`config.mk`:
```
export PLATFORM = sky130hd
export DESIGN_NAME = dro_cell
export DESIGN_NICKNAME = d
export VERILOG_FILES = /design/src/rtl/sfq_pkg.sv /design/src/rtl/sfq_delay_line.sv /design/src/rtl/dro_cell.sv
export SDC_FILE = /design/constraint.sdc
export NUM_CORES = 1
export LEC_CHECK = 0
export BUFFER_PORTS_ARGS = -buffer_cell sky130_fd_sc_hd__buf_2
export CORE_AREA = 8 8 73 75
export CTS_CLUSTER_SIZE = 8
export DETAILED_ROUTE_END_ITERATION = 16
export DIE_AREA = 0 0 81 83
export HOLD_SLACK_MARGIN = 0.03
export PLACE_DENSITY_LB_ADDON = 0.25
export SLEW_MARGIN = 20
export SYNTH_ARGS = -nofsm -noshare
export SYNTH_HDL_FRONTEND = slang
export SYNTH_SLANG_ARGS = --single-unit
```
`constraint.sdc`:
```
create_clock -name clk -period 1.8 [get_ports clk]
set_input_delay 0.36 -clock clk [delete_from_list [all_inputs] [get_ports clk]]
set_output_delay 0.36 -clock clk [all_outputs]
set_load 0.05 [all_outputs]
```
`src/rtl/sfq_pkg.sv`:
```
// Shared definitions for the cycle-based SFQ cell library.
package sfq_pkg;

    // Modelled time per clock cycle, in picoseconds.
    localparam real SFQ_CYC_PS = 0.1;

    // Default interval-counter width for timing checks.
    localparam int SFQ_CNT_W = 8;

    // DRO cell default timing, in cycles.
    localparam int SFQ_DRO_DELAY_CYC = 50;
    localparam int SFQ_DRO_SETUP_CYC = 30;
    localparam int SFQ_DRO_HOLD_CYC  = 20;

    // Flux state of a storing cell.
    typedef enum logic {
        DRO_EMPTY  = 1'b0,
        DRO_LOADED = 1'b1
    } dro_state_e;

    // SFQ pulses are level toggles: any change from the previous sample is a pulse.
    function automatic logic sfq_pulse(input logic level, input logic level_q);
        return level ^ level_q;
    endfunction

endpackage

```
`src/rtl/sfq_delay_line.sv`:
```
// Fixed-latency pulse delay with toggle-encoded output.
// A launch bit sampled on edge N toggles toggle_o on edge N+DEPTH-1, so the new
// level is seen DEPTH cycles after the launching cycle. The output toggle flop
// is the last stage of the pipeline. Overlapping pulses are all preserved.
module sfq_delay_line #(
    parameter int DEPTH = 50
) (
    input  logic clk,
    input  logic rst_n,
    input  logic pulse_i,
    output logic toggle_o
);

    logic tap;
    logic toggle_q;

    generate
        if (DEPTH == 1) begin : g_direct
            assign tap = pulse_i;
        end else begin : g_shift
            logic [DEPTH-2:0] shift_q;

            // Shift launch bits toward the output stage.
            always_ff @(posedge clk or negedge rst_n) begin
                if (!rst_n) begin
                    shift_q <= '0;
                end else begin
                    shift_q[0] <= pulse_i;
                    for (int i = 1; i < DEPTH - 1; i++) begin
                        shift_q[i] <= shift_q[i-1];
                    end
                end
            end

            assign tap = shift_q[DEPTH-2];
        end
    endgenerate

    // Each bit leaving the shift stages flips the output level once.
    always_ff @(posedge clk or negedge rst_n) begin
        if (!rst_n) begin
            toggle_q <= 1'b0;
        end else begin
            toggle_q <= toggle_q ^ tap;
        end
    end

    assign toggle_o = toggle_q;

endmodule

```
`src/rtl/dro_cell.sv`:
```
// RSFQ destructive-readout cell: stores one flux quantum on set, emits it on
// read after a fixed delay, and flags set/read setup and hold violations.
//
// state      | meaning
// -----------+----------------------------------------------
// DRO_EMPTY  | no flux stored; a read emits nothing
// DRO_LOADED | one flux quantum stored; a read emits a pulse
module dro_cell
    import sfq_pkg::*;
#(
    parameter int DELAY_CYC = SFQ_DRO_DELAY_CYC,
    parameter int SETUP_CYC = SFQ_DRO_SETUP_CYC,
    parameter int HOLD_CYC  = SFQ_DRO_HOLD_CYC,
    parameter int CNT_W     = SFQ_CNT_W
) (
    input  logic clk,
    input  logic rst_n,
    input  logic set,
    input  logic reset,
    output logic out,
    output logic setup_viol,
    output logic hold_viol,
    output logic stored
);

    localparam logic [CNT_W-1:0] CNT_SAT   = {CNT_W{1'b1}};
    localparam logic [CNT_W-1:0] SETUP_LIM = CNT_W'(SETUP_CYC);
    localparam logic [CNT_W-1:0] HOLD_LIM  = CNT_W'(HOLD_CYC);

    logic             set_q;
    logic             reset_q;
    dro_state_e       state_q, state_d;
    // Flux state as it was just before the most recent set; a read that lands
    // inside the setup window is resolved against this instead of state_q.
    logic             pre_set_q, pre_set_d;
    logic [CNT_W-1:0] since_set_q, since_set_d;
    logic [CNT_W-1:0] since_rd_q, since_rd_d;
    logic             setup_viol_q;
    logic             hold_viol_q;

    logic set_p;
    logic rd_p;
    logic setup_hit;
    logic hold_hit;
    logic launch;

    assign set_p     = sfq_pulse(set, set_q);
    assign rd_p      = sfq_pulse(reset, reset_q);
    assign setup_hit = rd_p && (set_p || (since_set_q < SETUP_LIM));
    assign hold_hit  = set_p && (since_rd_q < HOLD_LIM);

    // Resolve the next flux state; a violating read is ordered before its set.
    always_comb begin
        state_d   = state_q;
        pre_set_d = pre_set_q;
        launch    = 1'b0;
        if (setup_hit) begin
            launch    = set_p ? (state_q == DRO_LOADED) : pre_set_q;
            pre_set_d = 1'b0;
            state_d   = DRO_LOADED;
        end else if (rd_p) begin
            launch    = (state_q == DRO_LOADED);
            state_d   = DRO_EMPTY;
        end else if (set_p) begin
            pre_set_d = (state_q == DRO_LOADED);
            state_d   = DRO_LOADED;
        end
    end

    // Saturating cycle counts since the last set and last read pulse.
    always_comb begin
        since_set_d = since_set_q;
        since_rd_d  = since_rd_q;
        if (set_p) begin
            since_set_d = CNT_W'(1);
        end else if (since_set_q != CNT_SAT) begin
            since_set_d = since_set_q + 1'b1;
        end
        if (rd_p) begin
            since_rd_d = CNT_W'(1);
        end else if (since_rd_q != CNT_SAT) begin
            since_rd_d = since_rd_q + 1'b1;
        end
    end

    // Cell state, edge-detect history, counters and registered violation strobes.
    always_ff @(posedge clk or negedge rst_n) begin
        if (!rst_n) begin
            set_q        <= 1'b0;
            reset_q      <= 1'b0;
            state_q      <= DRO_EMPTY;
            pre_set_q    <= 1'b0;
            since_set_q  <= CNT_SAT;
            since_rd_q   <= CNT_SAT;
            setup_viol_q <= 1'b0;
            hold_viol_q  <= 1'b0;
        end else begin
            set_q        <= set;
            reset_q      <= reset;
            state_q      <= state_d;
            pre_set_q    <= pre_set_d;
            since_set_q  <= since_set_d;
            since_rd_q   <= since_rd_d;
            setup_viol_q <= setup_hit;
            hold_viol_q  <= hold_hit;
        end
    end

    sfq_delay_line #(
        .DEPTH(DELAY_CYC)
    ) u_out_dly (
        .clk     (clk),
        .rst_n   (rst_n),
        .pulse_i (launch),
        .toggle_o(out)
    );

    assign stored     = (state_q == DRO_LOADED);
    assign setup_viol = setup_viol_q;
    assign hold_viol  = hold_viol_q;

endmodule

```
==> flow_summary.yaml <==
clocking:
  numCtsBuffers: 9
  hold_buffers: 0
  root_buffer: "clkbuf_8"
  cts_buffer_depth: 2
  ctsResizeCount: 0
  clk_latency_ns: 0.34
  htreeDepth: 3
  cts.clk_slew.worst_paths_ns: 0.07
  cts_tree: "yes"
  post_cts_buffers: 0
  clock_sinks: 72
critical_path:
  cp_slowest_cell: "dfstp_2"
  path_delay_family: "flip-flops"
  required_ns: 2.03
  crit_type: "flop to flop"
  end_kind: "flop"
  critPathBufInv: 0
  crit_arrival_ns: 1.83
  worstPathCellList: "ha_1 > and3_1 > a31oi_1 > nor3_1"
  cpPeakStageDelay_ns: 0.58
  critical_path.startpoint_type: "flop"
  path_max_fanout: 6
sta:
  hold_viol_final: 0
  finalClockSkew_ns: 0.01050
  period_needed_ns: 1.602
  final-setup-viol-count: 0
  fin_ws_ns: 0.1984
  whs_ns: 0.03731
  finalSetupTns_ns: 0
  fmax_mhz: 624.4
  finalCritPeriodShare_pct: 88.98
  tightest_slew_ns: 0.6023
  rsz0062_at_grt: "no"
  maxSlewViolCount: 0
  slew_headroom_pct: 59.56
run:
  cap_violations: 0
floorplanning:
  die_h_microns: 83
  die_w_microns: 81
  ios: 8
  rows: 24
  dieArea_sq_um: 6723
  initial_core_util_pct: 56.46
  core_area_sq_um: 4204
synthesis:
  synthArstFlopShare_pct: 100.0
  synth.yosys.seq_area_share_pct: 76.75
  synthAdderAreaFrac_pct: 1.054
  synth-compound-area-share_pct: 8.856
  synth.top_cell.area_share_pct: 59.04
  synth_ff_type: "dfrtp_1"
  synth-simple-area-share_pct: 10.81
  synth-edff-count: 0
  syn_area_sq_um: 2374
  synth.avg_cell_area_sq_um: 14.74
  synthMuxAreaShare_pct: 0
  syn_nets: 167
  synth_warnings: 0
  ys_ff_latch: 72
  synth_top_cell_by_area: "dfrtp_1"
  synthXorXnorAreaFrac_pct: 1.845
  synth.distinct_cells: 35
  synth_area_leaders: "dfrtp_1 (59%), dfstp_2 (18%), o21ai_0 (2.7%), nand3_1 (1.7%), a31oi_1 (1.6%)"
  synth_top_family_by_area: "simple AND/OR/NAND/NOR gates"
  syn_inst: 161
detailed_routing:
  finalWirelength_mm: 4.005
  viasPerCell: 5.958
  ant_nets: 0
  vias: 1412
  wl_per_cell_microns: 16.90
  drc: 0
  drtIter0Drc: 123
  drt-pass1-iter-count: 5
power_and_ir_drop:
  vdd_drop_max_v: 0.0005829
  leakage_uw: 0.001177
  powerDensity_nw_per_um2: 1233
cells_and_area:
  diodes: 0
  fillers: 318
  layout_commonest_cell: "dfrtp_1"
  drive_gt1_share_pct: 23.78
  finalNonFillerCells: 237
  fin_util_pct: 63.87
  layout_common_cells: "dfrtp_1 (56), dfstp_2 (16), o21ai_0 (13)"
  multi_input_area_sq_um: 535.5
  synthToLayoutAreaGrowth_pct: 13.13
  final_nets: 186
  seq_area_sq_um: 1822
grt:
  antenna_found_initial: 0
  grt_pass1_vias: 1364
  grt_max_degree: 73
  grt_overflow: 0
  track_usage_pct: 13.19
  grt_pass1_wl_mm: 6.596
placement:
  placed_cells_incl_taps: 221
  place_ws_ns: 0.2752
  hpwl_mm: 2.354
  portBuffers: 7
  gp_congestion: 0.8765
hold_path:
  hp-class: "primary input to asynchronous set/reset pin"
run_status:
  status: "finished, final reports clean"
## worst reg2reg max path, delay by kind of cell (launching register included)
kind	cells	cell delay, ns
DFF	1	0.58
and+or+nand+nor	2	0.55
adders and majority gates	1	0.24
AOI/OAI and AO/OA	1	0.13
## path summary, 6_finish.rpt
check,start,end,slack (ns),cells past startpoint
min reg2reg,u_out_dly.g_shift.shift_q[9]$_DFF_PN0_,u_out_dly.g_shift.shift_q[10]$_DFF_PN0_,0.34,0
max reg2reg,since_rd_q[0]$_DFFE_PN1P_,since_rd_q[6]$_DFFE_PN1P_,0.20,4
min,rst_n,u_out_dly.g_shift.shift_q[36]$_DFF_PN0_,0.04,2
max in group asynchronous,rst_n,since_set_q[1]$_DFFE_PN1P_,1.43,2
max,since_rd_q[0]$_DFFE_PN1P_,since_rd_q[6]$_DFFE_PN1P_,0.20,4
min in group clk,set,set_q$_DFF_PN0_,0.18,1
## flip-flops by register name, summed over array words and instances, names as in the netlist
register / cells
reset_q: 1
since_set_q: 8
set_q: 1
setup_viol: 1
stored: 1
u_out_dly.g_shift.shift_q: 49
pre_set_q: 1
hold_viol: 1
since_rd_q: 8
u_out_dly.toggle_o: 1
## stage by stage
step | cell area, sq um | total power, uW
floorplan | 2374 | 2059
global route | 2685 | 3465
CTS | 2685 | 3354
finish | 2685 | 3311
global placement | 2500 | 2158
detailed placement | 2500 | 2176
## area by class of cell
class / instances / area share [%]
multi-input combinational: 85 / 19.94
clock buffer: 14 / 6.431
sequential: 72 / 67.85
timing repair buffer: 10 / 2.610
tap: 52 / 2.423
clock inverter: 2 / 0.4660
inverter: 2 / 0.2796
## cell usage after synthesis, types with 3 or more instances
cell     count
o21ai_0     13
and3_1       3
xor2_1       3
nor3_1       6
nand4_1      3
nand2_1      8
a21oi_1      7
nand3_1      8
dfrtp_1     56
dfstp_2     16
and4_1       4
a31oi_1      6
## power by group
| group | total (uW) | switching, uW | leakage, uW | internal [uW] |
|---|---|---|---|---|
| combinational | 194 | 132 | 0.000208 | 62.3 |
| sequential | 1960 | 105 | 0.000876 | 1860 |
| clock | 1150 | 540 | 0.0000927 | 612 |
| total | 3310 | 777 | 0.00118 | 2530 |
## routing by layer
metal	vias to the layer above	wire length, microns	track usage (%)	share of wire (%)
met5	-	0	0	0
met3	12	322	7.004	8.0
met4	0	78	5.528	1.9
met1	695	1796	16.26	45
met2	81	1808	18.76	45
li1	624	-	-	-
## logic make-up (layout without fill, tap and decap cells)
kind of cell,after synthesis,after routing
flops,72,72
xor+xnor,5,5
buf+inv,4,28
compound gates,35,35
fa+ha+maj,2,2
simple gates,43,43
No activity file was read; power rests on OpenSTA's default activity.
